## src/rtl/uart_rx_fifo.sv

```systemverilog
// Receive byte FIFO behind the UART receiver: edge-triggered capture, FWFT valid/ready
// output, occupancy reporting and a sticky overflow flag.
module uart_rx_fifo #(
    parameter int unsigned DEPTH = 16,
    localparam int unsigned ADDR_W = $clog2(DEPTH)
) (
    input  logic              clk,
    input  logic              rst,
    input  logic [7:0]        in_data,
    input  logic              in_valid,
    output logic [7:0]        out_data,
    output logic              out_valid,
    input  logic              out_ready,
    output logic [ADDR_W:0]   count,
    output logic              full,
    output logic              empty,
    output logic              overflow,
    input  logic              clear_ovf
);

    logic [7:0]        mem [DEPTH];
    logic [ADDR_W-1:0] wr_ptr_q, wr_ptr_d;
    logic [ADDR_W-1:0] rd_ptr_q, rd_ptr_d;
    logic [ADDR_W:0]   count_q, count_d;
    logic              in_valid_q;
    logic              overflow_q, overflow_d;
    logic              push, pop, wr_en, drop;

    // Status flags come only from registered count, so out_ready never reaches an output.
    always_comb begin
        empty     = (count_q == '0);
        full      = (count_q == (ADDR_W + 1)'(DEPTH));
        out_valid = ~empty;
        count     = count_q;
        overflow  = overflow_q;
        out_data  = out_valid ? mem[rd_ptr_q] : 8'h00;
    end

    always_comb begin
        push = in_valid & ~in_valid_q;
        pop  = out_valid & out_ready;
        // When full, a simultaneous pop frees the slot the new byte lands in.
        wr_en = push & (~full | pop);
        drop  = push & full & ~pop;

        wr_ptr_d = wr_en ? wr_ptr_q + ADDR_W'(1) : wr_ptr_q;
        rd_ptr_d = pop ? rd_ptr_q + ADDR_W'(1) : rd_ptr_q;

        count_d = count_q;
        unique case ({wr_en, pop})
            2'b10:   count_d = count_q + (ADDR_W + 1)'(1);
            2'b01:   count_d = count_q - (ADDR_W + 1)'(1);
            default: count_d = count_q;
        endcase

        overflow_d = overflow_q;
        if (drop) begin
            overflow_d = 1'b1;
        end else if (clear_ovf) begin
            overflow_d = 1'b0;
        end
    end

    // Edge detector resets high so a level held across reset release is not a push.
    always_ff @(posedge clk or negedge rst) begin
        if (!rst) begin
            wr_ptr_q   <= '0;
            rd_ptr_q   <= '0;
            count_q    <= '0;
            in_valid_q <= 1'b1;
            overflow_q <= 1'b0;
        end else begin
            wr_ptr_q   <= wr_ptr_d;
            rd_ptr_q   <= rd_ptr_d;
            count_q    <= count_d;
            in_valid_q <= in_valid;
            overflow_q <= overflow_d;
        end
    end

    always_ff @(posedge clk) begin
        if (wr_en) begin
            mem[wr_ptr_q] <= in_data;
        end
    end

endmodule

```

## config.mk

```make
export PLATFORM = sky130hd
export DESIGN_NAME = uart_rx_fifo
export DESIGN_NICKNAME = d
export VERILOG_FILES = /design/src/rtl/uart_rx_fifo.sv
export SDC_FILE = /design/constraint.sdc
export NUM_CORES = 1
export LEC_CHECK = 0
export CORE_MARGIN = 2
export CORE_UTILIZATION = 55
export CTS_CLUSTER_DIAMETER = 60
export DETAILED_ROUTE_END_ITERATION = 6
export DONT_BUFFER_PORTS = 1
export HOLD_SLACK_MARGIN = 0.15
export PLACE_DENSITY = 0.71
export REMOVE_ABC_BUFFERS = 1
export SYNTH_ARGS = -nofsm -noshare
export SYNTH_HDL_FRONTEND = slang
export SYNTH_SLANG_ARGS = --single-unit
```

## constraint.sdc

```tcl
create_clock -name clk -period 6.4 [get_ports clk]
set_clock_uncertainty 0.1 [all_clocks]
set_input_delay 1.28 -clock clk [delete_from_list [all_inputs] [get_ports clk]]
set_output_delay 1.28 -clock clk [all_outputs]
set_load 0.02 [all_outputs]
```

Yosys cells after proc, flatten, opt, wreduce, memory -nomap -nowiden. Memories as Yosys holds them, arrays and structs flattened. Cells that the tools add are included.

Register bits: 15. RAM bits: 128. Input bits: 13. Memories: 1.

Memories: mem (words 16, bits a word 8, read ports 1, clocked after memory_dff 0, wr ports 1, line 21) `logic [7:0] mem [DEPTH];`.

Add/subtract/negate cells: 4. Equal/unequal tests: 3. Multiplexer cells: 6. Bitwise gates (word level): 10. Reductions and logical operators: 3.

Operators with widths (number): 5-bit one-hot mux with 2 select lines (1); 4-bit by 1-bit adder with 4-bit output, second input constant (2); 8-bit 2-to-1 mux (1); 5-bit by 1-bit adder with 5-bit output, second input constant (1); 1-bit bitwise AND (5); 5-bit equality test, second input constant (1); 5-bit zero test (1); 5-bit by 1-bit subtractor with 5-bit output, second input constant (1); 1-bit 2-to-1 mux (4); 1-bit NOT (4); 2-bit nonzero test (2); 2-bit by 1-bit equality test with 1-bit output, second input constant (1); 2-bit equality test, second input constant (1); 1-bit bitwise OR (1).

Depth between registers and ports, before layout.
Depth in word-level cells: 7. Mapped depth: 13. Mapped depth without buffers: 11.

Least setup slack after synthesis. Ideal clock, no wire load.

Path kind: input-to-reg. Start point: input in_valid. End point: register count_q[4] (netlist: count[4]). Library setup time: 0.135 ns. Arrival: 3.331 ns. Data required time: 6.165 ns. Setup slack: 2.834 ns. Stages: 12. Buffers on the path: 3. Cells stage by stage: nand2b_1 -> a31o_2 -> buf_6 -> buf_2 -> ha_1 -> clkbuf_1 -> xor2_1 -> ha_1 -> o211a_1 -> or4_1 -> o211ai_1 -> a211oi_1.

Longest elaborated chain between the ends: 4. Elaborated cells between the ends (all ways): 6.

Ends and longest elaborated chain: start: declaration (line 10) `input logic in_valid,`; 1-bit bitwise AND (*) (line 40) `push = in_valid & ~in_valid_q;`; 1-bit bitwise AND (*) (line 43) `wr_en = push & (~full | pop);`; 2-bit by 1-bit equality test with 1-bit output / 2-bit equality test (equally long branches) (line 50) `unique case ({wr_en, pop})`; 5-bit one-hot mux with 2 select lines / 2-bit nonzero test (equally long branches); end signal: assignment (line 75) `count_q <= count_d;`; end: declaration (line 24) `logic [ADDR_W:0] count_q, count_d;`.

Mark *: on every way between the ends. The rest lies on a longest branch, timed or not. A chain may end at the register's enable or synchronous reset.

Final worst setup path.
Start point: register rd_ptr_q[0]. End point: output out_data[5].

Longest elaborated chain between the ends: 2.

Ends and longest elaborated chain: start: declaration (line 23) `logic [ADDR_W-1:0] rd_ptr_q, rd_ptr_d;`; start signal: assignment (line 74) `rd_ptr_q <= rd_ptr_d;`; memory read 16 x 8 bit; 8-bit 2-to-1 mux (line 36) `out_data = out_valid ? mem[rd_ptr_q] : 8'h00;`; end: declaration (line 11) `output logic [7:0] out_data,`.

Every way passes these cells.

==> summary.txt <==
Floorplan
  • Row cnt: 38
  • Ports: 30
  • Die area: 0.0118 mm^2
  • Total core area: 0.0107 mm^2
  • Initial Utilization: 0.561
  • Die width: 109 um
  • Die Height: 109 um

Cells and area
  • Total Nets Final: 350
  • Most common cell after layout, fill and taps aside: edfxtp_1
  • N_diodes: 0
  • Cell Count, Final, Fillers Out: 481
  • Share of layout cells above drive strength 1: 0.205
  • Most frequent cells in the layout: edfxtp_1, mux4_2, clkbuf_16, dfrtp_1, mux4_1
  • Area Growth Syn to Fin: 11.0%

Drt
  • Residual DRC: 0
  • Average wire per standard cell: 22.3 um
  • Post-Route WL: 10700 um
  • Via density: 5.99
  • DRT Pass-1 Iters: 4
  • Routed Antenna Nets: 0
  • Initial DRC count: 225
  • Vias: 2882

STA
  • Hold Slack: 0.348 ns
  • Setup TNS: 0 ns
  • Final setup viols: 0
  • Slew HR: 0.211
  • RSZ-0062 raised after global routing: no
  • Worst Slack Setup Final: 2.38 ns
  • Period minus WS final: 4.02 ns
  • Fin. max-slew vios: 0
  • Fmax: 249 MHz
  • Period utilization: 0.628
  • Final hold vios: 0
  • Worst slew pin tran: 1.17 ns

Placement
  • Buffers on Ports: 0
  • Setup WS pre-CTS: 2.68 ns
  • Post-placement cell count: 449
  • Hpwl dp: 6550 um
  • GPL Wtd Cong: 0.764

Synth
  • Synth Instances: 320
  • Share of flip-flops with an asynchronous set or reset: 0.105
  • Flops & latches, synth: 143
  • Syn avg cell area: 18.8 um^2
  • Synth warn: 0
  • Post-synth EDFFs: 128
  • Register area share after synthesis: 0.700
  • Primary FF master, synth: edfxtp_1
  • Synth cell types: 44
  • Mapped Area: 0.00603 mm^2

Hold path
  • Worst min path class: in -> async

Pwr
  • Power, Total: 2.95 mW
  • Power per cell area: 442 mW/mm^2
  • Leak Pwr: 2.28 nW
  • Peak VDD IR: 0.232 mV

Global route
  • GRT Total Usage: 0.198
  • First-pass GRT wire length: 16200 um
  • Congestion Overflow GR: 0
  • Largest net degree at the start of global routing: 36
  • Vias in the first global route: 2967
  • Initial antenna violation count: 0

Worst setup path
  • Worst EP required: 5.02 ns
  • Arr. time, crit path: 2.64 ns
  • Crit start category: flop
  • Worst setup EP type: output port
  • Worst Reg2Reg Path Length in Cells: 11
  • WS Path Type: reg -> out
  • Critical Path Fanout Max: 20

Clocking
  • Longest Clk Path Bufs: 2
  • Post-CTS Setup Bufs: 0
  • Clock latency on the worst-skew pair: 0.52 ns
  • Clock Sinks: 143
  • Root buffer cell: clkbuf_8
  • CTS resizes: 0
  • Cts hold-fix bufs: 0
  • CTS tree: built
  • CTS clk-pin slew, worst paths: 0.06 ns
  • Number of CTS-inserted buffers: 17
  • H-tree depth: 4

Outcome
  • Status: finished, final reports clean

Run
  • Max_cap viols: 0
## worst max-delay path, cell delays in order, from the launching register on
cell and delay, ns:
dfrtp_1 0.61, buf_4 0.43, mux4_1 0.62, mux2i_1 0.23, a21oi_1 0.21
## path summary, 6_finish.rpt
kind | from | endpoint | slack (ns)
max in group asynchronous | rst | in_valid_q | 5.68
max | rd_ptr_q[0] | out_data[5] | 2.38
min reg2reg | rd_ptr_q[3] | rd_ptr_q[3] | 0.38
min in group clk | rd_ptr_q[3] | rd_ptr_q[3] | 0.38
min | rst | count[3] | 0.35
max reg2reg | count[2] | count[4] | 2.63
## cell families (layout without fill, tap and decap cells)
kind of cell	count (synthesis)	after routing	synth area share
flip-flops	143	143	0.700
multiplexers	51	51	0.161
AND/OR/NAND/NOR	48	48	0.0434
AO/OA/AOI/OAI	30	30	0.0293
buffers and inverters	29	50	0.0332
XOR/XNOR	10	10	0.0145
adder cells (fa/ha/maj)	9	9	0.0187
## flip-flops by register name (all words and copies together), names as in the netlist
register	cells
mem	128
count	5
rd_ptr_q	4
wr_ptr_q	4
in_valid_q	1
overflow	1
## area by class of cell
class | instances | area (um^2)
Sequential cell | 143 | 4220
Fill cell | 775 | 4060
Multi-Input combinational cell | 148 | 1640
Clock buffer | 23 | 437
Tap cell | 140 | 175
Clock inverter | 9 | 116
Timing Repair Buffer | 9 | 67.6
Inverter | 9 | 33.8
## through the flow
| step | utilization | area [um^2] |
|---|---|---|
| finish | 0.622 | 6690 |
| global route | 0.622 | 6690 |
| CTS | 0.622 | 6690 |
| detailed placement | 0.571 | 6140 |
| global placement | 0.571 | 6140 |
| floorplan | - | 5860 |
## synthesized netlist by cell type (all sizes together) (6+ instances only)
cell    count  area share
a21oi      10      0.0083
and3        6      0.0062
buf        13       0.020
clkbuf      7      0.0079
dfrtp      14       0.058
edfxtp    128        0.64
ha          9       0.019
inv         9      0.0056
mux2       11       0.021
mux2i       8       0.013
mux4       32        0.13
nand2       6      0.0037
nand3       7      0.0058
nor2       10      0.0062
o21ai      11      0.0091
xnor2       7       0.010
## where the power goes
group	total, mW	internal (mW)	switching (mW)
sequential	1.24	1.10	0.132
combinational	0.794	0.367	0.427
clock	0.925	0.587	0.338
## per-layer routing
layer	wire (um)	part of all wire	global-route usage
met3	760	0.071	0.0783
met5	0	0	0
met1	4320	0.40	0.242
met2	5450	0.51	0.324
met4	206	0.019	0.0668
Note: power is estimated with default switching activity, not from simulation.
